===== config.mk =====
export PLATFORM = sky130hd
export DESIGN_NAME = mul_hi_sequencer
export DESIGN_NICKNAME = d
export VERILOG_FILES = /design/src/rtl/mul_hi_sequencer_pkg.sv /design/src/rtl/mul_hi_sequencer.sv
export SDC_FILE = /design/constraint.sdc
export NUM_CORES = 1
export LEC_CHECK = 0
export ABC_AREA = 1
export CAP_MARGIN = 20
export CELL_PAD_IN_SITES_DETAIL_PLACEMENT = 0
export CELL_PAD_IN_SITES_GLOBAL_PLACEMENT = 2
export CORE_MARGIN = 1
export CORE_UTILIZATION = 34
export CTS_CLUSTER_DIAMETER = 100
export CTS_CLUSTER_SIZE = 14
export DETAILED_ROUTE_END_ITERATION = 6
export HOLD_SLACK_MARGIN = 0.12
export PLACE_DENSITY = 0.9
export SLEW_MARGIN = 40
export SYNTH_ARGS = -nofsm -noshare
export SYNTH_HDL_FRONTEND = slang
export SYNTH_SLANG_ARGS = --single-unit

===== constraint.sdc =====
create_clock -name clk -period 6.3 [get_ports clk]
set_input_delay 1.26 -clock clk [delete_from_list [all_inputs] [get_ports clk]]
set_output_delay 1.26 -clock clk [all_outputs]
set_load 0.02 [all_outputs]

===== src/rtl/mul_hi_sequencer_pkg.sv =====
// mul_hi_sequencer_pkg: op and state encodings, delay-line tag and magnitude helper
package mul_hi_sequencer_pkg;
  typedef enum logic [1:0] {OP_MUL, OP_MULXSS, OP_MULXSU, OP_MULXUU} op_e;
  typedef enum logic [1:0] {ST_IDLE, ST_ISSUE, ST_DRAIN, ST_FIX} state_e;
  typedef struct packed {
    logic       v;
    logic [1:0] idx;
  } tag_t;
  function automatic logic [31:0] mag(input logic [31:0] x, input logic neg);
    return neg ? -x : x;
  endfunction
endpackage


===== src/rtl/mul_hi_sequencer.sv =====
// mul_hi_sequencer: 32x32 multiply built from four 16x16 partial products via an external registered cell
module mul_hi_sequencer
  import mul_hi_sequencer_pkg::*;
#(
  parameter int CELL_LATENCY = 1
) (
  input  logic        clk,
  input  logic        reset_n,
  input  logic        start,
  input  logic        kill,
  input  logic [1:0]  op,
  input  logic [31:0] src1,
  input  logic [31:0] src2,
  output logic        busy,
  output logic        done,
  output logic [31:0] result,
  output logic [15:0] cell_a,
  output logic [15:0] cell_b,
  input  logic [31:0] cell_p
);
  state_e      state_q, state_d;
  op_e         op_q, op_d;
  logic [31:0] ma_q, ma_d, mb_q, mb_d, mag_a, mag_b, result_q, result_d;
  logic [63:0] acc_q, acc_d, acc_add, acc_fix;
  logic [15:0] cell_a_q, cell_a_d, cell_b_q, cell_b_d;
  logic [1:0]  idx_q, idx_d, nxt;
  logic [5:0]  shamt;
  logic        sign_q, sign_d, busy_q, busy_d, done_q, done_d, sa, sb;
  tag_t        dl_q [CELL_LATENCY];
  tag_t        dl_d [CELL_LATENCY];
  tag_t        dl_out;
  always_comb begin
    sa       = (op == OP_MULXSS || op == OP_MULXSU) && src1[31];
    sb       = (op == OP_MULXSS) && src2[31];
    mag_a    = mag(src1, sa);
    mag_b    = mag(src2, sb);
    dl_out   = dl_q[CELL_LATENCY-1];
    shamt    = dl_out.idx == 2'd0 ? 6'd0 : dl_out.idx == 2'd3 ? 6'd32 : 6'd16;
    acc_add  = acc_q + (dl_out.v ? {32'b0, cell_p} << shamt : 64'd0);
    acc_fix  = (sign_q && op_q != OP_MUL) ? -acc_q : acc_q;
    nxt      = idx_q + 2'd1;
    state_d  = state_q;
    op_d     = op_q;
    ma_d     = ma_q;
    mb_d     = mb_q;
    sign_d   = sign_q;
    acc_d    = acc_q;
    idx_d    = idx_q;
    result_d = result_q;
    done_d   = 1'b0;
    cell_a_d = 16'd0;
    cell_b_d = 16'd0;
    dl_d[0]  = '{v: state_q == ST_ISSUE, idx: idx_q};
    for (int i = 1; i < CELL_LATENCY; i++) dl_d[i] = dl_q[i-1];
    case (state_q)
      ST_IDLE: if (start) begin
        state_d  = ST_ISSUE;
        op_d     = op_e'(op);
        ma_d     = mag_a;
        mb_d     = mag_b;
        sign_d   = sa ^ sb;
        acc_d    = 64'd0;
        idx_d    = 2'd0;
        cell_a_d = mag_a[15:0];
        cell_b_d = mag_b[15:0];
      end
      ST_ISSUE: begin
        acc_d    = acc_add;
        idx_d    = nxt;
        state_d  = idx_q == 2'd3 ? ST_DRAIN : ST_ISSUE;
        cell_a_d = idx_q == 2'd3 ? 16'd0 : nxt[0] ? ma_q[31:16] : ma_q[15:0];
        cell_b_d = idx_q == 2'd3 ? 16'd0 : nxt[1] ? mb_q[31:16] : mb_q[15:0];
      end
      ST_DRAIN: begin
        acc_d   = acc_add;
        state_d = (dl_out.v && dl_out.idx == 2'd3) ? ST_FIX : ST_DRAIN;
      end
      default: begin
        result_d = op_q == OP_MUL ? acc_q[31:0] : acc_fix[63:32];
        done_d   = 1'b1;
        state_d  = ST_IDLE;
      end
    endcase
    // Abort beats everything, including a simultaneous start in IDLE.
    if (kill) begin
      state_d  = ST_IDLE;
      done_d   = 1'b0;
      result_d = result_q;
      cell_a_d = 16'd0;
      cell_b_d = 16'd0;
      for (int i = 0; i < CELL_LATENCY; i++) dl_d[i] = '0;
    end
    busy_d = state_d != ST_IDLE;
  end
  always_ff @(posedge clk or negedge reset_n) begin
    if (!reset_n) begin
      state_q  <= ST_IDLE;
      op_q     <= OP_MUL;
      ma_q     <= '0;
      mb_q     <= '0;
      sign_q   <= 1'b0;
      acc_q    <= '0;
      idx_q    <= '0;
      result_q <= '0;
      done_q   <= 1'b0;
      busy_q   <= 1'b0;
      cell_a_q <= '0;
      cell_b_q <= '0;
      for (int i = 0; i < CELL_LATENCY; i++) dl_q[i] <= '0;
    end else begin
      state_q  <= state_d;
      op_q     <= op_d;
      ma_q     <= ma_d;
      mb_q     <= mb_d;
      sign_q   <= sign_d;
      acc_q    <= acc_d;
      idx_q    <= idx_d;
      result_q <= result_d;
      done_q   <= done_d;
      busy_q   <= busy_d;
      cell_a_q <= cell_a_d;
      cell_b_q <= cell_b_d;
      for (int i = 0; i < CELL_LATENCY; i++) dl_q[i] <= dl_d[i];
    end
  end
  assign busy   = busy_q;
  assign done   = done_q;
  assign result = result_q;
  assign cell_a = cell_a_q;
  assign cell_b = cell_b_q;
endmodule


# Word-level counts from Yosys, hierarchy flattened
# Cells that the tools add are included.
dict set report word_totals {
  input_bits 102
  register_bits 204
  word_cells 77
}
dict set report op_classes {
  addsub 5
  bitwise_logic 3
  n_shift 1
  reduce_logical 18
  muxes 29
  n_eq_ne 7
}
# op count
set op_table {}
lappend op_table {{$mux 64} 3}
lappend op_table {{$mux 16} 8}
lappend op_table {{$pmux 64 s2} 1}
lappend op_table {{$mux 32} 3}
lappend op_table {{$add 64x64->64} 1}
lappend op_table {{$neg 32->32} 2}
lappend op_table {{$neg 64->64} 1}
lappend op_table {{$pmux 16 s2} 2}
lappend op_table {{$shl 32x6->64} 1}
lappend op_table {{$mux 6} 2}
lappend op_table {{$eq 2x2->1 const B} 4}
lappend op_table {{$mux 2} 4}
lappend op_table {{$reduce_and 2->1} 4}
lappend op_table {{$reduce_bool 2->1} 4}
lappend op_table {{$logic_not 2->1} 3}
lappend op_table {{$pmux 2 s3} 1}
lappend op_table {{$eq 2x1->1 const B} 2}
lappend op_table {{$logic_and 1x1->1} 4}
lappend op_table {{$pmux 2 s2} 1}
lappend op_table {{$mux 1} 3}
lappend op_table {{$mux 3} 1}
lappend op_table {{$reduce_or 3->1} 1}
lappend op_table {{$add 2x1->2 const B} 1}
lappend op_table {{$ne 2x2->1 const B} 1}
lappend op_table {{other kinds (4)} 5}

# Longest topological paths before layout
# Gate-level depths: netlist of run 1.
dict set report logic_depth {
  depth_word 7
  mapped_depth 22
}

# Worst setup path before layout of run 1
# No wires, ideal clock.
dict set report synth_path {
  path_type {input port to flip-flop}
  from {input cell_p[0]}
  to {register acc_q[62]}
  setup_ps 118
  stages 17
  arrival_ps 2872
  required_time_ps 6182
  slack_ps 3310
  path_cell_list {nand2_1 nor2_1 ha_1 inv_1 fa_1 nor2_2 nand2_1 nand3_1 nand2_1 nand2_1 nand2_1 nand2_1 nand2_1 nand2_1 nand2_1 nand3_1 nand2_1}
}
dict set report synth_between {
  elab_chain_cells 4
}
# element line_no
set synth_rtl {}
lappend synth_rtl {{start, declared} mul_hi_sequencer.sv:19} ;# input logic [31:0] cell_p
lappend synth_rtl {{$shl 32x6->64} mul_hi_sequencer.sv:39} ;# acc_add = acc_q + (dl_out.v ? {32'b0, cell_p} << shamt : 64'd0);
lappend synth_rtl {{$mux 64} mul_hi_sequencer.sv:39}
lappend synth_rtl {{$add 64x64->64} mul_hi_sequencer.sv:39}
lappend synth_rtl {{$pmux 64 s2} mul_hi_sequencer.sv:55} ;# case (state_q)
lappend synth_rtl {{end signal, assigned} mul_hi_sequencer.sv:102} ;# acc_q <= '0;
lappend synth_rtl {{end signal, assigned} mul_hi_sequencer.sv:116} ;# acc_q <= acc_d;
lappend synth_rtl {{end, declared} mul_hi_sequencer.sv:24} ;# logic [63:0] acc_q, acc_d, acc_add, acc_fix;
# No other way between the ends.
# A chain may end at the register's enable or synchronous reset.

# Worst setup path in the final report of run 1
dict set report layout_path {
  from {register dl_out[0] (netlist name)}
  to {register acc_q[28]}
}
dict set report layout_between {
  elab_chain_cells 7
  elab_cells_between_ends 8
  cone_classes {add/sub: 1; eq/ne: 1; shift: 1; mux: 4; reduce/logical: 1}
}
# element line_no
set layout_rtl {}
lappend layout_rtl {{$eq 2x2->1} mul_hi_sequencer.sv:38} ;# shamt = dl_out.idx == 2'd0 ? 6'd0 : dl_out.idx == 2'd3 ? 6'd32 : 6'd16;
lappend layout_rtl {{$mux 6} mul_hi_sequencer.sv:38}
lappend layout_rtl {{$mux 6 (*)} mul_hi_sequencer.sv:38}
lappend layout_rtl {{$shl 32x6->64 (*)} mul_hi_sequencer.sv:39}
lappend layout_rtl {{$mux 64 (*)} mul_hi_sequencer.sv:39}
lappend layout_rtl {{$add 64x64->64 (*)} mul_hi_sequencer.sv:39}
lappend layout_rtl {{$pmux 64 s2 (*)} mul_hi_sequencer.sv:55}
# Mark *: on every way between the ends. The rest lies on a longest branch, timed or not.

==> impl_metrics.tcl, run 1 <==
set metrics [dict create \
    crit_required_ns 6.75 \
    synth.area.mux_share_pct 0.4440 \
    finalSetupViolations 0 \
    antenna_found_initial 3 \
    cts-resized-gates 0 \
    cts-root-buf "clkbuf_16" \
    gr-total-overflow 0 \
    cts_setup_buffers 0 \
    r2r_slack_ns 1.01 \
    synth_area_mm2 0.01803 \
    clock_skew_ns 0.01520 \
    avgSynthCellArea_um2 5.878 \
    synth_compound_area_share_pct 11.99 \
    synth-adder-area-share_pct 5.176 \
    dpl.cell_count 3863 \
    post_drt_wl_per_cell_um 20.37 \
    crit_path_end "acc_q[28]$_DFFE_PN0P_" \
    synth-xor-area-share_pct 0.7771 \
    fin_util_pct 40.20 \
    synth_cell_types 50 \
    tns_ns 0 \
    post-route-min-period_ns 5.293 \
    worst_pin_slew_ns 0.8418 \
    worstSetupStartpointType "register" \
    clk_latency_ns 0.55 \
    ys_seq_area_share_pct 28.31 \
    slew_viol_final 0 \
    synth-main-ff-cell "dfrtp_1" \
    synth_nets 3244 \
    drive_gt1_share_pct 3.526 \
    ys_ff_latch 204 \
    cts_buffers 20 \
    synth_top_family_by_area "simple AND/OR/NAND/NOR gates" \
    drt_first_pass_iters 6 \
    first_global_vias 19030 \
    synth-async-reset-ratio_pct 100.0 \
    die_w_um 232.3 \
    initial_core_util_pct 34.39 \
    core-area_mm2 0.05245 \
    max_freq_ghz 0.1889 \
    hold_path_class "register to register" \
    cp-startpoint "dl_out[0]$_DFF_PN0_" \
    critPathKind "register to register" \
    drc_errors 0 \
    endpoint_kind "register" \
    min_period_over_period_pct 84.01 \
    htree_levels 1 \
    synth_simple_gate_area_share_pct 40.37 \
    hold_viol 0 \
    synth_edf_count 0 \
    grt_max_degree 102 \
    status "finished clean" \
    cts_tree "built" \
    track_usage_pct 28.99 \
    num_rows 84 \
    fin_cells 3895 \
    holdBufCountCts 0 \
    via_count 20051 \
    r2r_cells 14 \
    power_density_mw_per_mm2 315.3 \
    dieArea_mm2 0.05397 \
    preCtsSetupSlack_ns 1.132 \
    ant_nets 0 \
    io_pins 168 \
    rsz0062_at_grt "false" \
    cts_buffer_depth 3 \
    place_congestion 0.9872 \
    setup_slack_ns 1.007 \
    max-slew-margin-rel_pct 43.29 \
    port_buffers 167 \
    leakagePower_nw 11.38 \
    place_hpwl_um 63440 \
    via_per_inst 5.148 \
    max-vdd-ir-drop_mv 0.1837 \
    cap_violations 0 \
    die_h_um 232.3 \
    yosys_warnings 0 \
    layout_common_cells "nand2_1 (1097), inv_1 (526), nor2_1 (304)" \
    drt-total-wl_um 79350 \
    mostFrequentLayoutCell "nand2_1" \
    r2r-end "acc_q[28]$_DFFE_PN0P_" \
    cp.arrival_ns 5.75 \
    nets 3374 \
    areaGrowthSynthToFinish_pct 16.92 \
    clock_sinks 204 \
    netlist_instances 3068 \
    path_clk_slew_ns 0.07 \
    r2r-start "dl_out[0]$_DFF_PN0_" \
    drt_iter0_drc 1571 \
    grt_first_pass_wirelength_um 117400 \
    critPathMaxFanout 27 \
]
-- worst min-delay path by stage --
stage	from	slack (ns)	cells past startpoint	to
after global routing	ma_q[22]$_DFFE_PN0P_	0.51	2	ma_q[22]$_DFFE_PN0P_
after floorplan	mb_q[16]$_DFFE_PN0P_	0.45	2	mb_q[16]$_DFFE_PN0P_
after detailed placement	mb_q[26]$_DFFE_PN0P_	0.47	2	mb_q[26]$_DFFE_PN0P_
after CTS	mb_q[26]$_DFFE_PN0P_	0.49	2	mb_q[26]$_DFFE_PN0P_
final	result[27]$_DFFE_PN0P_	0.48	2	result[27]$_DFFE_PN0P_
after global placement	mb_q[31]$_DFFE_PN0P_	0.46	2	mb_q[31]$_DFFE_PN0P_
-- metrics by stage --
stage               cell area (um^2)  total power [mW]  hold WS, ns
finish                         21080             6.648       0.4799
global route                   21080             7.086       0.5078
CTS                            21050             6.634       0.4856
detailed placement             20440             5.349       0.4654
global placement               20390             5.318       0.4626
floorplan                      18030             4.024       0.4494
-- kinds of logic (layout without fill, tap and decap cells) --
logic type | Yosys count | after routing
and+or+nand+nor | 1758 | 1758
buffers and inverters | 614 | 751
AOI/OAI and AO/OA | 394 | 394
DFF | 204 | 204
adders and majority gates | 74 | 74
xor gates and xnor gates | 16 | 16
muxes | 8 | 8
other | 0 | 2
-- power breakdown --
group	internal (mW)	leakage [nW]	switching (mW)	total [mW]
Clock	0.647	0.296	0.609	1.26
Combinational	1.10	8.39	2.39	3.49
Sequential	1.62	2.69	0.276	1.90
Total	3.37	11.4	3.27	6.65
-- state kept, by name, summed over array words and instances, names as in the netlist --
name and cells:
busy 1, mb_q 32, cell_b 16, sign_q 1, op_q 2, state_q 2
acc_q 64, done 1, result 32, ma_q 32, idx_q 2, dl_out 3
cell_a 16
-- area by class of cell --
cell class	count	area (um^2)
fill	5785	31360
multi-input combinational	2250	10620
sequential	204	5105
inverter	538	2022
timing repair buffer	184	1859
tap	688	860.8
clock buffer	23	531.8
clock inverter	6	80.08
antenna	2	5.005
-- synth_stat cells (3+ instances only) --
cell	number	area, um^2
o41ai_1	3	26.28
buf_1	4	15.01
inv_1	531	1993
xor2_1	12	105.1
and2_1	3	18.77
nand3_2	6	60.06
nand4_1	44	275.3
a21oi_1	150	750.7
o21ai_1	14	70.07
o211ai_1	36	270.3
o22ai_1	16	100.1
nor4_1	3	18.77
o31ai_1	3	22.52
nor3_1	37	185.2
clkbuf_1	54	202.7
nor3_2	6	60.06
nor2_4	4	45.04
buf_2	17	85.08
o32ai_1	3	26.28
inv_2	4	15.01
clkinv_1	3	11.26
xnor2_1	4	35.03
mux2i_1	8	80.08
ha_1	73	913.4
nand3_1	203	1016
o21ai_0	151	755.7
nand2_1	1098	4121
dfrtp_1	204	5105
o21bai_1	3	22.52
nor2_2	17	106.4
nand2_2	11	68.82
a31oi_1	5	31.28
nand3b_1	8	60.06
nor2_1	305	1145
or2_2	6	37.54
-- routing by layer --
layer / up-vias / wire [um] / track usage, %
li1: 9844 / - / -
met1: 9370 / 34030 / 37.34
met2: 700 / 36770 / 47.95
met3: 135 / 4490 / 3.438
met4: 2 / 4051 / 13.86
met5: - / 11 / 0
-- critical path: stages, from the launching register on --
cell,delay (ns)
dfrtp_1,0.39
ha_1,0.83
clkinv_1,0.85
o21ai_0,0.94
nor2_1,0.11
ha_1,0.46
nand2_1,0.17
nor2_1,0.30
nand2_1,0.12
nor2_1,0.10
nand2_1,0.12
nand2_1,0.29
or2_2,0.18
nand3_1,0.17
o21ai_0,0.16
Note: power is estimated with default switching activity, not from simulation.
==> run 2: changes to the inputs <==
Settings changed: CORE_UTILIZATION 34 to 31, PLACE_DENSITY 0.9 to 0.83.
Clock period 6.3 ns to 5.4 ns, I/O delays scaled along.
==> run 2 against run 1 <==
- routed wire length hardly changed
- total power up 15%
- non-clock buffer count up 4
- sequential cell count stayed put
- maximum frequency grew 23%
- register-to-register slack better by 0.098 ns
- final area increased by 0.45%
- combinational power increased by 14%
- critical endpoint is now acc_q[56]$_DFFE_PN0P_
- utilization is 3.4 points lower
- worst setup slack improved by 0.098 ns
- via count decreased by 0.99%
- sequential share of layout area decreased by 0.11 points
==> impl_metrics.tcl, run 2 (synthesized netlist as in run 1, its figures left out) <==
set metrics [dict create \
    status "finished clean" \
    clock_sinks 204 \
    place_hpwl_um 64480 \
    drive_gt1_share_pct 3.613 \
    rsz0062_at_grt "false" \
    num_rows 88 \
    drt_iter0_drc 1586 \
    port_buffers 167 \
    max-slew-margin-rel_pct 46.72 \
    power_density_mw_per_mm2 361.6 \
    clock_skew_ns 0.02082 \
    use_met1_pct 36.02 \
    fill_cells 6349 \
    gr-total-overflow 0 \
    regMostFlops "acc_q" \
    cts-root-buf "clkbuf_16" \
    crit_required_ns 5.85 \
    finalSetupViolations 0 \
    endpoint_kind "register" \
    nets 3379 \
    critPathKind "register to register" \
    worst_pin_slew_ns 0.7992 \
    max_freq_ghz 0.2329 \
    use_met3_pct 3.638 \
    die_h_um 243.2 \
    globalRouteMet2Util_pct 42.79 \
    place_congestion 0.9588 \
    post-route-min-period_ns 4.294 \
    drt-total-wl_um 79360 \
    dieArea_mm2 0.05914 \
    cp-startpoint "dl_out[0]$_DFF_PN0_" \
    path_clk_slew_ns 0.08 \
    dpl.cell_count 3945 \
    drt_first_pass_iters 5 \
    initial_core_util_pct 31.32 \
    core-area_mm2 0.05759 \
    via_count 19852 \
    max-vdd-ir-drop_mv 0.2084 \
    io_pins 168 \
    mostFrequentLayoutCell "nand2_1" \
    preCtsSetupSlack_ns 1.167 \
    hold_viol 0 \
    leakagePower_nw 11.40 \
    slew_viol_final 0 \
    cts_buffer_depth 3 \
    die_w_um 243.2 \
    cp.arrival_ns 4.75 \
    r2r-start "dl_out[0]$_DFF_PN0_" \
    grt_first_pass_wirelength_um 118400 \
    drc_errors 0 \
    min_period_over_period_pct 79.52 \
    tns_ns 0 \
    r2r_slack_ns 1.11 \
    htree_levels 1 \
    clk_latency_ns 0.56 \
    busiest_layer "met2" \
    post_drt_wl_per_cell_um 19.95 \
    cap_violations 0 \
    hold_path_class "primary input to async pin" \
    cts_buffers 21 \
    layout_common_cells "nand2_1 (1097), inv_1 (527), nor2_1 (304)" \
    holdBufCountCts 0 \
    fin_util_pct 36.78 \
    areaGrowthSynthToFinish_pct 17.44 \
    cts_setup_buffers 0 \
    ant_nets 0 \
    cts_tree "built" \
    via_per_inst 4.992 \
    track_usage_pct 26.42 \
    largest_register_ffs 64 \
    critPathMaxFanout 24 \
    antenna_found_initial 1 \
    fin_cells 3977 \
    worstSetupStartpointType "register" \
    cts-resized-gates 0 \
    setup_slack_ns 1.106 \
    grt_max_degree 67 \
    first_global_vias 18869 \
]
## run 2: cell count changes in the layout (fill, tap and decap cells not counted), moves of 2 or more
| cell | change |
|---|---|
| buf_4 | +7 |
| inv_6 | +4 |
| buf_6 | -2 |
| clkbuf_1 | +2 |
| clkbuf_8 | -2 |
## run 2: cell type report
| class | count | area, um^2 | area share (%) |
|---|---|---|---|
| multi-input cells | 2250 | 10620 | 50.13 |
| repair buffers | 188 | 1874 | 8.850 |
| flip-flops and latches | 204 | 5105 | 24.10 |
| inverters | 538 | 2022 | 9.547 |
| diodes | 1 | 2.502 | 0.01182 |
| well taps | 765 | 957.2 | 4.519 |
| clock buffers | 24 | 536.8 | 2.534 |
| clock inverters | 7 | 63.81 | 0.3013 |
## run 2: routing by layer
layer  part of all wire (%)  wire, um
met1                     46     36510
met2                     45     35730
met3                    5.6      4470
met4                    3.3      2639
met5                  0.016        13
## run 2: where the power goes
part | internal (mW) | switching (mW) | total (mW) | leakage (nW)
sequential | 1.90 | 0.322 | 2.22 | 2.69
clock | 0.723 | 0.743 | 1.47 | 0.295
combinational | 1.28 | 2.70 | 3.98 | 8.41
total | 3.90 | 3.76 | 7.66 | 11.4
## run 2: final timing paths
path	endpoint	cells past startpoint
worst max register to register	acc_q[56]$_DFFE_PN0P_	16
worst min register to register	mb_q[26]$_DFFE_PN0P_	2
min in group clk	mb_q[26]$_DFFE_PN0P_	2
worst max-delay path	acc_q[56]$_DFFE_PN0P_	16
worst min-delay path	cell_b[4]$_DFF_PN0_	1
max in group asynchronous	result[4]$_DFFE_PN0P_	4
## run 2: per-stage QoR
| stage | area (um^2) | hold WS, ns | power (mW) |
|---|---|---|---|
| 6_report | 21180 | 0.3806 | 7.659 |
| 5_1_grt | 21180 | 0.3779 | 8.229 |
| 4_1_cts | 21170 | 0.3618 | 7.676 |
| 3_5_place_dp | 20570 | 0.4664 | 6.174 |
| 3_3_place_gp | 20510 | 0.4626 | 6.154 |
| 2_1_floorplan | 18030 | 0.4494 | 4.695 |
## run 2: critical path, cell delays in order, from the launching register on
cell and delay, ns:
dfrtp_1 0.40, ha_1 0.28, buf_4 0.28, clkinv_1 0.34
buf_4 0.29, o21ai_0 0.56, nor2_1 0.23, ha_1 0.45
nand2_1 0.15, nor2_1 0.24, nand2_1 0.12, nor2_1 0.26
nand3_1 0.24, nand2_1 0.12, nand2_1 0.05, nand3_1 0.08
nand2_1 0.07
==> run 3: changes to the inputs <==
Settings changed: CORE_UTILIZATION 31 to 28, PLACE_DENSITY 0.83 to 0.8.
Clock period 5.4 ns to 3.9 ns, I/O delays scaled along.
==> run 3 against run 2 <==
- the run now ends with design-rule violations left
- global-route usage fell by 1.4 points
- die area rose by 11%
- non-clock buffer count rose by 47
- total power rose by 46%
- register-to-register slack got worse by 0.85 ns
- via count rose by 1.4%
- clock skew fell by 0.00055 ns
- utilization fell by 2.4 points
- worst hold slack got worse by 0.16 ns
- sequential cell count did not move
- sequential power rose by 40%
- maximum frequency rose by 18%
- highest routed layer unchanged
==> impl_metrics.tcl, run 3 (synthesized netlist as in run 1, its figures left out) <==
set metrics [dict create \
    violations "design-rule violations" \
    min_period_over_period_pct 93.46 \
    cts-root-buf "clkbuf_16" \
    diodes 0 \
    preCtsSetupSlack_ns 0.03641 \
    max-vdd-ir-drop_mv 0.2900 \
    die_h_um 255.8 \
    cts_buffers 22 \
    nets 3427 \
    num_rows 92 \
    endpoint_kind "register" \
    pwr-share-comb_pct 51.7 \
    drive_gt1_share_pct 5.121 \
    r2r_slack_ns 0.26 \
    via_per_inst 4.901 \
    clock_skew_ns 0.02027 \
    power.switching_mw 5.470 \
    worstSetupStartpointType "register" \
    max_freq_ghz 0.2744 \
    areaGrowthSynthToFinish_pct 20.54 \
    htree_levels 1 \
    post-route-min-period_ns 3.645 \
    critPathKind "register to register" \
    critPathMaxFanout 27 \
    tns_ns 0 \
    first_global_vias 19331 \
    cts_buffer_depth 3 \
    slew_viol_final 0 \
    dieArea_mm2 0.06542 \
    drc_errors 1 \
    via_count 20128 \
    grt_max_degree 74 \
    p_total_mw 11.19 \
    swShare_pct 48.89 \
    grt_first_pass_wirelength_um 124500 \
    hold_viol 0 \
    port_buffers 167 \
    io_pins 168 \
    r2r-start "dl_out[0]$_DFF_PN0_" \
    layout_common_cells "nand2_1 (1097), inv_1 (530), nor2_1 (304)" \
    worst_pin_slew_ns 0.9235 \
    gr-total-overflow 0 \
    power_density_mw_per_mm2 514.6 \
    place_congestion 0.9661 \
    post_drt_wl_per_cell_um 20.35 \
    finalSetupViolations 0 \
    cts_tree "built" \
    setup_slack_ns 0.2551 \
    hold_path_class "primary input to async pin" \
    cap_violations 0 \
    r2r_cells 18 \
    clockPowerShare_pct 20.6 \
    path_clk_slew_ns 0.08 \
    place_hpwl_um 67620 \
    drt_first_pass_iters 7 \
    mostFrequentLayoutCell "nand2_1" \
    antenna_found_initial 2 \
    drt-total-wl_um 83560 \
    regMostFlops "acc_q" \
    seqPwrFrac_pct 27.7 \
    leakagePower_nw 11.68 \
    holdBufCountCts 0 \
    max-slew-margin-rel_pct 38.30 \
    drt_iter0_drc 1753 \
    core-area_mm2 0.06331 \
    track_usage_pct 25.03 \
    crit_required_ns 4.32 \
    initial_core_util_pct 28.48 \
    cp.arrival_ns 4.07 \
    rsz0062_at_grt "false" \
    clock_sinks 204 \
    die_w_um 255.8 \
    clk_latency_ns 0.57 \
    ant_nets 0 \
    power.internal_mw 5.717 \
    largest_register_ffs 64 \
    r2r-end "acc_q[30]$_DFFE_PN0P_" \
    status "finished with violations" \
]
## run 3: changes by cell type in the layout (fill, tap and decap cells not counted), sizes merged
| cell | change |
|---|---|
| buf | +47 |
| bufinv | +2 |
| clkinvlp | +2 |
| inv | -2 |
| clkinv | +1 |
| diode | -1 |
## run 3: power by group through the flow
stage	Combinational [mW]	Sequential [mW]	Clock [mW]
6_report	5.78	3.10	2.31
4_1_cts	5.72	3.10	2.36
2_1_floorplan	3.41	3.09	0
3_3_place_gp	5.68	3.13	0
5_1_grt	6.37	3.15	2.43
3_5_place_dp	5.69	3.13	0
## run 3: worst max path at each step
stage / slack [ns] / to / cells past startpoint / from
6_report: 0.26 / acc_q[30]$_DFFE_PN0P_ / 18 / dl_out[0]$_DFF_PN0_
5_1_grt: 0.04 / acc_q[61]$_DFFE_PN0P_ / 19 / dl_out[2]$_DFF_PN0_
4_1_cts: 0.18 / acc_q[30]$_DFFE_PN0P_ / 16 / dl_out[2]$_DFF_PN0_
3_5_place_dp: 0.04 / acc_q[30]$_DFFE_PN0P_ / 15 / cell_p[29]
3_3_place_gp: 0.02 / acc_q[53]$_DFFE_PN0P_ / 17 / cell_p[31]
2_1_floorplan: 1.02 / acc_q[27]$_DFFE_PN0P_ / 18 / dl_out[0]$_DFF_PN0_
## run 3: per-layer routing
metal | track usage (%) | routed length (um)
met5 | 0 | 16
met4 | 7.036 | 2453
met3 | 2.674 | 4465
met2 | 41.70 | 38680
met1 | 34.09 | 37940
## run 3: through the flow
stage          instances  utilization (%)  area (um^2)  hold WS [ns]
2_1_floorplan       3068                -        18030        0.4494
3_3_place_gp        4069            33.14        20980        0.4666
3_5_place_dp        4069            33.15        20990        0.4667
4_1_cts             4103            34.28        21700        0.2456
5_1_grt             4107            34.34        21740        0.2640
6_report            4107            34.34        21740        0.2224
## run 3: area by class of cell
| type | count | area, um^2 |
|---|---|---|
| repair buffers | 235 | 2212 |
| flip-flops and latches | 204 | 5105 |
| clock inverters | 10 | 141.4 |
| fillers | 7068 | 41570 |
| inverters | 538 | 2026 |
| clock buffers | 24 | 578.1 |
| well taps | 846 | 1059 |
| multi-input cells | 2250 | 10620 |
## run 3: critical path, stage by stage, from the launching register on
cell	delay (ns)
dfrtp_1	0.40
ha_1	0.33
clkinv_1	0.06
buf_4	0.25
nand2_1	0.12
nor2_1	0.23
ha_1	0.22
inv_1	0.06
fa_1	0.43
nor2_2	0.22
nand2_1	0.07
nand3_1	0.12
nand2_1	0.07
nand2_1	0.16
nand2_1	0.07
nand2_1	0.21
a21oi_1	0.10
o21ai_1	0.22
o21ai_0	0.16
## run 3: repair_timing
action / in CTS / in global routing
gates resized for setup: 0 / 2
endpoints found under the setup margin: 0 / 1
setup buffers: 0 / 4
